$ cat src/rtl/mem_wb_stage_if.sv
// Memory-to-Writeback bundle: M-stage results and hazard controls in, W-stage register outputs out.
interface mem_wb_stage_if #(
    parameter int unsigned WIDTH      = 32,
    parameter int unsigned REG_ADDR_W = 5,
    parameter int unsigned CNT_W      = 32
);
    logic                  StallW;
    logic                  FlushW;
    logic                  ValidM;
    logic                  RegWriteM;
    logic [1:0]            ResultSrcM;
    logic [REG_ADDR_W-1:0] RdM;
    logic [2:0]            Funct3M;
    logic [WIDTH-1:0]      ALUResultM;
    logic [WIDTH-1:0]      ReadDataM;
    logic [WIDTH-1:0]      PCPlus4M;

    logic                  ValidW;
    logic                  RegWriteW;
    logic [1:0]            ResultSrcW;
    logic [REG_ADDR_W-1:0] RdW;
    logic [WIDTH-1:0]      ALUResultW;
    logic [WIDTH-1:0]      ReadDataW;
    logic [WIDTH-1:0]      PCPlus4W;
    logic [CNT_W-1:0]      RetireCountW;

    modport master (
        output StallW, FlushW, ValidM, RegWriteM, ResultSrcM, RdM, Funct3M,
               ALUResultM, ReadDataM, PCPlus4M,
        input  ValidW, RegWriteW, ResultSrcW, RdW, ALUResultW, ReadDataW, PCPlus4W,
               RetireCountW
    );

    modport slave (
        input  StallW, FlushW, ValidM, RegWriteM, ResultSrcM, RdM, Funct3M,
               ALUResultM, ReadDataM, PCPlus4M,
        output ValidW, RegWriteW, ResultSrcW, RdW, ALUResultW, ReadDataW, PCPlus4W,
               RetireCountW
    );
endinterface

$ cat src/rtl/mem_wb_stage.sv
// MEM/WB pipeline register: load-data formatting, stall/flush handling and a retired-instruction
// counter. All outputs are registered.
module mem_wb_stage #(
    parameter int unsigned WIDTH      = 32,
    parameter int unsigned REG_ADDR_W = 5,
    parameter int unsigned CNT_W      = 32
) (
    input  logic          clk,
    input  logic          rst,
    mem_wb_stage_if.slave bus
);
    logic                  valid_q;
    logic                  regwrite_q;
    logic [1:0]            resultsrc_q;
    logic [REG_ADDR_W-1:0] rd_q;
    logic [WIDTH-1:0]      aluresult_q;
    logic [WIDTH-1:0]      readdata_q;
    logic [WIDTH-1:0]      pcplus4_q;
    logic [CNT_W-1:0]      retire_q;

    logic [1:0]       off;
    logic [7:0]       byte_sel;
    logic [15:0]      half_sel;
    logic [WIDTH-1:0] load_fmt;
    logic [WIDTH-1:0] readdata_d;

    assign off      = bus.ALUResultM[1:0];
    assign byte_sel = bus.ReadDataM[{off, 3'b000} +: 8];
    // Halfword select uses only off[1]; a misaligned LH is not trapped.
    assign half_sel = bus.ReadDataM[{off[1], 4'b0000} +: 16];

    always_comb begin
        load_fmt = bus.ReadDataM;
        unique case (bus.Funct3M)
            3'b000:  load_fmt = {{(WIDTH-8){byte_sel[7]}}, byte_sel};
            3'b001:  load_fmt = {{(WIDTH-16){half_sel[15]}}, half_sel};
            3'b100:  load_fmt = {{(WIDTH-8){1'b0}}, byte_sel};
            3'b101:  load_fmt = {{(WIDTH-16){1'b0}}, half_sel};
            default: load_fmt = bus.ReadDataM;
        endcase
        readdata_d = (bus.ResultSrcM == 2'b01) ? load_fmt : bus.ReadDataM;
    end

    always_ff @(posedge clk or negedge rst) begin
        if (!rst) begin
            valid_q     <= 1'b0;
            regwrite_q  <= 1'b0;
            resultsrc_q <= 2'b00;
            rd_q        <= '0;
            aluresult_q <= '0;
            readdata_q  <= '0;
            pcplus4_q   <= '0;
            retire_q    <= '0;
        end else if (bus.FlushW) begin
            valid_q     <= 1'b0;
            regwrite_q  <= 1'b0;
            resultsrc_q <= 2'b00;
            rd_q        <= '0;
            aluresult_q <= '0;
            readdata_q  <= '0;
            pcplus4_q   <= '0;
        end else if (!bus.StallW) begin
            valid_q     <= bus.ValidM;
            regwrite_q  <= bus.RegWriteM & bus.ValidM & (bus.RdM != '0);
            resultsrc_q <= bus.ResultSrcM;
            rd_q        <= bus.RdM;
            aluresult_q <= bus.ALUResultM;
            readdata_q  <= readdata_d;
            pcplus4_q   <= bus.PCPlus4M;
            retire_q    <= retire_q + CNT_W'(bus.ValidM);
        end
    end

    assign bus.ValidW       = valid_q;
    assign bus.RegWriteW    = regwrite_q;
    assign bus.ResultSrcW   = resultsrc_q;
    assign bus.RdW          = rd_q;
    assign bus.ALUResultW   = aluresult_q;
    assign bus.ReadDataW    = readdata_q;
    assign bus.PCPlus4W     = pcplus4_q;
    assign bus.RetireCountW = retire_q;
endmodule

$ cat src/flat_wrapper.sv
// flat-port wrapper written by rule: the top's interface ports become plain ports
module mem_wb_stage_flat 
#(
    parameter int unsigned WIDTH      = 32,
    parameter int unsigned REG_ADDR_W = 5,
    parameter int unsigned CNT_W      = 32
)
  (clk, rst, bus_StallW, bus_FlushW, bus_ValidM, bus_RegWriteM, bus_ResultSrcM, bus_RdM, bus_Funct3M, bus_ALUResultM, bus_ReadDataM, bus_PCPlus4M, bus_ValidW, bus_RegWriteW, bus_ResultSrcW, bus_RdW, bus_ALUResultW, bus_ReadDataW, bus_PCPlus4W, bus_RetireCountW);
  mem_wb_stage_if #(.WIDTH(WIDTH), .REG_ADDR_W(REG_ADDR_W), .CNT_W(CNT_W)) bus_i ();
  input  logic clk;
  input  logic rst;
  input wire logic [$bits(bus_i.StallW)-1:0] bus_StallW;
  input wire logic [$bits(bus_i.FlushW)-1:0] bus_FlushW;
  input wire logic [$bits(bus_i.ValidM)-1:0] bus_ValidM;
  input wire logic [$bits(bus_i.RegWriteM)-1:0] bus_RegWriteM;
  input wire logic [$bits(bus_i.ResultSrcM)-1:0] bus_ResultSrcM;
  input wire logic [$bits(bus_i.RdM)-1:0] bus_RdM;
  input wire logic [$bits(bus_i.Funct3M)-1:0] bus_Funct3M;
  input wire logic [$bits(bus_i.ALUResultM)-1:0] bus_ALUResultM;
  input wire logic [$bits(bus_i.ReadDataM)-1:0] bus_ReadDataM;
  input wire logic [$bits(bus_i.PCPlus4M)-1:0] bus_PCPlus4M;
  output wire logic [$bits(bus_i.ValidW)-1:0] bus_ValidW;
  output wire logic [$bits(bus_i.RegWriteW)-1:0] bus_RegWriteW;
  output wire logic [$bits(bus_i.ResultSrcW)-1:0] bus_ResultSrcW;
  output wire logic [$bits(bus_i.RdW)-1:0] bus_RdW;
  output wire logic [$bits(bus_i.ALUResultW)-1:0] bus_ALUResultW;
  output wire logic [$bits(bus_i.ReadDataW)-1:0] bus_ReadDataW;
  output wire logic [$bits(bus_i.PCPlus4W)-1:0] bus_PCPlus4W;
  output wire logic [$bits(bus_i.RetireCountW)-1:0] bus_RetireCountW;
  assign bus_i.StallW = bus_StallW;
  assign bus_i.FlushW = bus_FlushW;
  assign bus_i.ValidM = bus_ValidM;
  assign bus_i.RegWriteM = bus_RegWriteM;
  assign bus_i.ResultSrcM = bus_ResultSrcM;
  assign bus_i.RdM = bus_RdM;
  assign bus_i.Funct3M = bus_Funct3M;
  assign bus_i.ALUResultM = bus_ALUResultM;
  assign bus_i.ReadDataM = bus_ReadDataM;
  assign bus_i.PCPlus4M = bus_PCPlus4M;
  assign bus_ValidW = bus_i.ValidW;
  assign bus_RegWriteW = bus_i.RegWriteW;
  assign bus_ResultSrcW = bus_i.ResultSrcW;
  assign bus_RdW = bus_i.RdW;
  assign bus_ALUResultW = bus_i.ALUResultW;
  assign bus_ReadDataW = bus_i.ReadDataW;
  assign bus_PCPlus4W = bus_i.PCPlus4W;
  assign bus_RetireCountW = bus_i.RetireCountW;
  mem_wb_stage #(.WIDTH(WIDTH), .REG_ADDR_W(REG_ADDR_W), .CNT_W(CNT_W)) u_core (.clk(clk), .rst(rst), .bus(bus_i));
endmodule
$ cat config.mk
export PLATFORM = sky130hd
export DESIGN_NAME = mem_wb_stage_flat
export DESIGN_NICKNAME = d
export VERILOG_FILES = /design/src/rtl/mem_wb_stage_if.sv /design/src/rtl/mem_wb_stage.sv /design/src/flat_wrapper.sv
export SDC_FILE = /design/constraint.sdc
export NUM_CORES = 1
export LEC_CHECK = 0
export ABC_CLOCK_PERIOD_IN_PS = 2700
export CAP_MARGIN = 10
export CORE_ASPECT_RATIO = 1.5
export CORE_MARGIN = 2
export CORE_UTILIZATION = 41
export CTS_CLUSTER_DIAMETER = 60
export DETAILED_ROUTE_END_ITERATION = 10
export MAX_ROUTING_LAYER = met4
export PLACE_DENSITY = 0.77
export SLEW_MARGIN = 20
export SYNTH_ARGS = -nofsm -noshare
export SYNTH_HDL_FRONTEND = slang
export SYNTH_SLANG_ARGS = --single-unit
$ cat constraint.sdc
create_clock -name clk -period 2.7 [get_ports clk]
set_input_delay 0.27 -clock clk [delete_from_list [all_inputs] [get_ports clk]]
set_output_delay 0.27 -clock clk [all_outputs]
set_load 0.05 [all_outputs]
* After elaboration in Yosys (flattened, before gate mapping)
Cells that the tools add are included. W data, S select, Z words.
Storage, ports and cells: register bits 137, bits of input ports 112, output and inout bits 137, word-level logic and storage cells 39
Operators by class: $add $sub $neg 1, eq/ne operators 5, shift-type cells 2, multiplexer cells 16, bitwise operators 4, reductions and logical operators 3
Operator list (number):
- $mux W32 | 7
- $pmux W32 S4 | 1
- $add A32 B1 Y32 | 1
- $shiftx A32 B6 Y16 | 1
- $shiftx A32 B6 Y8 | 1
- $mux W5 | 2
- $eq A3 B3 Y1 const B | 2
- $reduce_bool A5 Y1 | 1
- $mux W1 | 4
- $mux W2 | 2
- $eq A3 B1 Y1 const B | 1
- $logic_not A3 Y1 | 1
- $and A1 B1 Y1 | 2
- $eq A2 B1 Y1 const B | 1
- $ne A2 B1 Y1 const B | 1
- $not A1 Y1 | 2
- $reduce_and A2 Y1 | 1

* Logic depth before layout (Yosys ltp)
word-level depth 5, gate-level depth with buffers 7, mapped depth without buffers 6

* Least setup slack after synthesis
No wires, ideal clock.
path kind register to register, from register u_core.retire_q[0] (netlist: u_core.bus.RetireCountW[0]), to register u_core.retire_q[16] (netlist: u_core.bus.RetireCountW[16]), library setup time 0.141 ns, arrival 2.204 ns, required time 2.559 ns, slack 0.355 ns, stages on the path, launching flop included 8, path buffers 1, path through dfrtp_1 ha_1 ha_1 or3b_1 buf_2 nor4_4 nand4_1 xnor2_1
Between the ends: longest elaborated chain between the ends 1
RTL lines:
- start: declaration | line mem_wb_stage.sv:19 | logic [CNT_W-1:0] retire_q;
- start signal: assignment | line mem_wb_stage.sv:70 | retire_q <= retire_q + CNT_W'(bus.ValidM);
- $add A32 B1 Y32 | line mem_wb_stage.sv:70
No other way between the ends. A chain may end at the register's enable or synchronous reset.

* Worst setup path after layout
from input bus_ValidM, to register u_core.retire_q[30] (netlist: u_core.bus.RetireCountW[30])
Between the ends: longest elaborated chain between the ends 1
RTL lines:
- start: declaration | line flat_wrapper.sv:14 | input wire logic [$bits(bus_i.ValidM)-1:0] bus_ValidM;
- $add A32 B1 Y32 | line mem_wb_stage.sv:70
No other way between the ends.

==> summary.md <==
| Metric | Value |
|---|---|
| CTS Hold Bufs | 1 |
| PwrDens | around 640 nW/um^2 |
| Crit. End Element | flip-flop |
| CTS tree | yes |
| DRT Pass-1 Iters | 4 |
| CP Max Fanout | 9 |
| Max-slew headroom | 0.413 |
| F_max | around 460 MHz |
| WL final | 17800 um |
| First-pass GRT wire length | ~30000 um |
| Min-Delay Path Class | input port to flip-flop |
| Crit-path most repeated cell | ha_1 |
| Hold Path Depth | 2 |
| P_leak | approximately 4.3 nW |
| WL per Instance | between 15 and 20 um |
| Flops & latches, synth | roughly 140 |
| Final TNS setup | 0 ns |
| Postcts setup bufs | 0 |
| Die width | approximately 100 um |
| Xor/xnor share of the synthesized area | 0.0429 |
| Mean Syn Cell Area | between 10 and 15 um^2 |
| Critical Path, Cell by Cell | clkdlybuf4s50_1 -> ha_1 -> ha_1 -> or3b_1 -> nor4_4 -> nand4_1 -> xnor2_1 |
| Synth Instances | roughly 540 |
| Grt total ovfl | 0 |
| Cts repair resizes | 0 |
| Area Growth Syn to Fin | 53.9% |
| GRT Overall Usage | 0.235 |
| Largest family of logic cells by synthesized area | simple AND/OR/NAND/NOR gates |
| Synth unique cells | 42 |
| CP startpoint kind | input port |
| H-tree depth | 4 |
| Area leader, netlist | dfrtp_1 |
| Final GP Congestion | 0.855 |
| CP peak stage delay | between 0.5 and 0.6 ns |
| Largest net degree at the start of global routing | between 60 and 70 |
| Crit share post-route | 0.804 |
| Worst Hold Launch | bus_FlushW |
| Number of global-route vias before repair | roughly 5600 |
| Status | complete, no violations |
| CTS Buf Count | 17 |
| Initial DRC Count | 230 |
| CORE AREA | about 15000 um^2 |
| Crit path launch | bus_ValidM |
| Synth area leaders | dfrtp_1 (56%), mux2i_1 (13%), nor2_1 (5.2%) |
| RSZ-0062 raised after global routing | false |
| Initial core utilization | 0.419 |
| RR Startpoint | u_core.bus.RetireCountW[0] |
| Number of flops mapped to enable cells by yosys | 0 |
| Clk_lat worst skew | about 0.4 ns |
| Compound-gate portion of the synthesized area | 0.0754 |
| I/O pins | roughly 250 |
| Vias per cell | around 5.2 |
| Layout cells sized above 1 | 0.0686 |
| Clk Tree Root Cell | clkbuf_16 |
| Fin crit period | between 2 and 2.5 ns |
| Adder-Cell Fraction of Synth Area | 0.00409 |
| Post-synth net total | about 660 |
| Reg2reg path depth | 6 |
| Mapped Area | between 6000 and 7000 um^2 |
| Residual DRC count | 0 |
| Post-synthesis mux area share | 0.143 |
| Seq/Total Area, Yosys | 0.560 |
| CTS Sinks | roughly 140 |
| Site Rows | 54 |
| HPWL after DPL | ~13000 um |
| Setup ws final | about 0.53 ns |
| Clock Tree Buf Depth | 2 |
| Worst Skew | around 0.0094 ns |
| Pre-CTS setup slack | between 0.07 and 0.08 ns |
| Post-synth ARST share | 1.00 |
| Initial antenna violation count | 0 |
| Finished Layout Cells | between 900 and 1000 |
| Via count | 5207 |
| Peak supply drop | 0.000370 V |
| Final setup fails | 0 |
| Required @ worst endpoint | around 3 ns |
| Fin. max-slew vios | 0 |
| Critical path arrival | between 2 and 2.5 ns |
| Die area | between 15000 and 20000 um^2 |
| Placed Instances | between 900 and 1000 |
| Synth top area share | 0.560 |
| Ant. Diodes | 0 |
| Worst path slowest cell | nor4_4 |
| Final Hold Fails | 0 |
| Synth Area in Simple Gates | 0.144 |
| PortBufs | around 250 |
| Synth warn | 0 |
| Worst Tran Pin Value | ~0.88 ns |
| Filler instances | 1189 |
| Antenna-violating nets left | 0 |
| Max-cap violations | 0 |
| Synth Flop Type | dfrtp_1 |
| Critical path class | input port to flip-flop |
| Fin nets | 903 |
| Clock-pin transition on the worst setup and hold timing paths | 0.06 ns |
| Die extent in y | ~150 um |
| Top-count cell post-synth | dfrtp_1 |
| Synth top cells by count | dfrtp_1 (137), nor2_1 (85), mux2i_1 (82), nand2_1 (36), xnor2_1 (24) |
| Power Total | ~6.0 mW |
## layout by cell type, fill, tap and decap left out, types with 3 or more instances in the layout
cell type / instances
nor2b_1: 8
dfrtp_1: 137
nand4_1: 13
o21ai_0: 9
xor2_1: 6
inv_6: 3
nand2_1: 36
inv_1: 9
a221oi_1: 8
xnor2_1: 24
and3_1: 6
buf_4: 11
nor3_1: 11
mux2i_1: 82
clkinvlp_4: 3
clkdlybuf4s50_1: 245
o221ai_1: 8
clkbuf_16: 17
nand3_1: 11
o32ai_1: 7
o22ai_1: 7
a22o_1: 16
bufinv_16: 3
nor2_1: 84
mux2_2: 3
## path summary, 6_finish.rpt
kind	to	slack [ns]
max in group asynchronous	u_core.bus.RdW[2]	1.54
worst min-delay path	u_core.bus.PCPlus4W[1]	0.30
worst max register to register	u_core.bus.RetireCountW[30]	0.56
min in group asynchronous	u_core.bus.RetireCountW[23]	0.42
worst min register to register	u_core.bus.ReadDataW[15]	0.47
worst max-delay path	u_core.bus.RetireCountW[30]	0.53
## power breakdown
| group | internal (mW) | switching (mW) |
|---|---|---|
| sequential | 2.18 | 0.103 |
| clock | 1.49 | 0.917 |
| combinational | 0.511 | 0.801 |
## worst max-delay path, delay by kind of cell
family | cells | cell delay [ns]
AND/OR/NAND/NOR | 3 | 1.19
buffers and inverters | 1 | 0.51
adder cells (fa/ha/maj) | 2 | 0.31
XOR/XNOR | 1 | 0.17
## layer usage
metal  global-route usage  part of all wire
met5                    -                 0
met4               0.0933             0.022
met3               0.0577             0.064
met2                0.405              0.53
met1                0.263              0.38
## flip-flops by register name, indices dropped and copies added, names as in the netlist
name / count
u_core.bus.RetireCountW: 32
u_core.bus.RegWriteW: 1
u_core.bus.ResultSrcW: 2
u_core.bus.RdW: 5
u_core.bus.ValidW: 1
u_core.bus.PCPlus4W: 32
u_core.bus.ALUResultW: 32
u_core.bus.ReadDataW: 32
## layout make-up
type / count / area (um^2) / area share
inverter: 10 / 37.5 / 0.00399
clock inverter: 13 / 166 / 0.0177
tap: 196 / 245 / 0.0260
timing repair buffer: 260 / 2580 / 0.274
sequential: 137 / 3430 / 0.364
clock buffer: 19 / 443 / 0.0470
multi-input combinational: 363 / 2510 / 0.267
## stage by stage
| stage | hold WS, ns | utilization | area (um^2) |
|---|---|---|---|
| after global placement | 0.291 | 0.603 | 8800 |
| after global routing | 0.317 | 0.645 | 9420 |
| after floorplan | -0.0256 | - | 6120 |
| final | 0.301 | 0.645 | 9420 |
| after CTS | 0.280 | 0.645 | 9420 |
| after detailed placement | 0.301 | 0.603 | 8800 |
## cells by family (layout without fill, tap and decap cells)
group,after synthesis,count (layout)
buffers and inverters,44,302
adders and majority gates,2,2
AOI/OAI and AO/OA,60,60
xor gates and xnor gates,30,30
muxes,86,86
and+or+nand+nor,185,185
DFF,137,137
No activity file was read; power rests on OpenSTA's default activity.
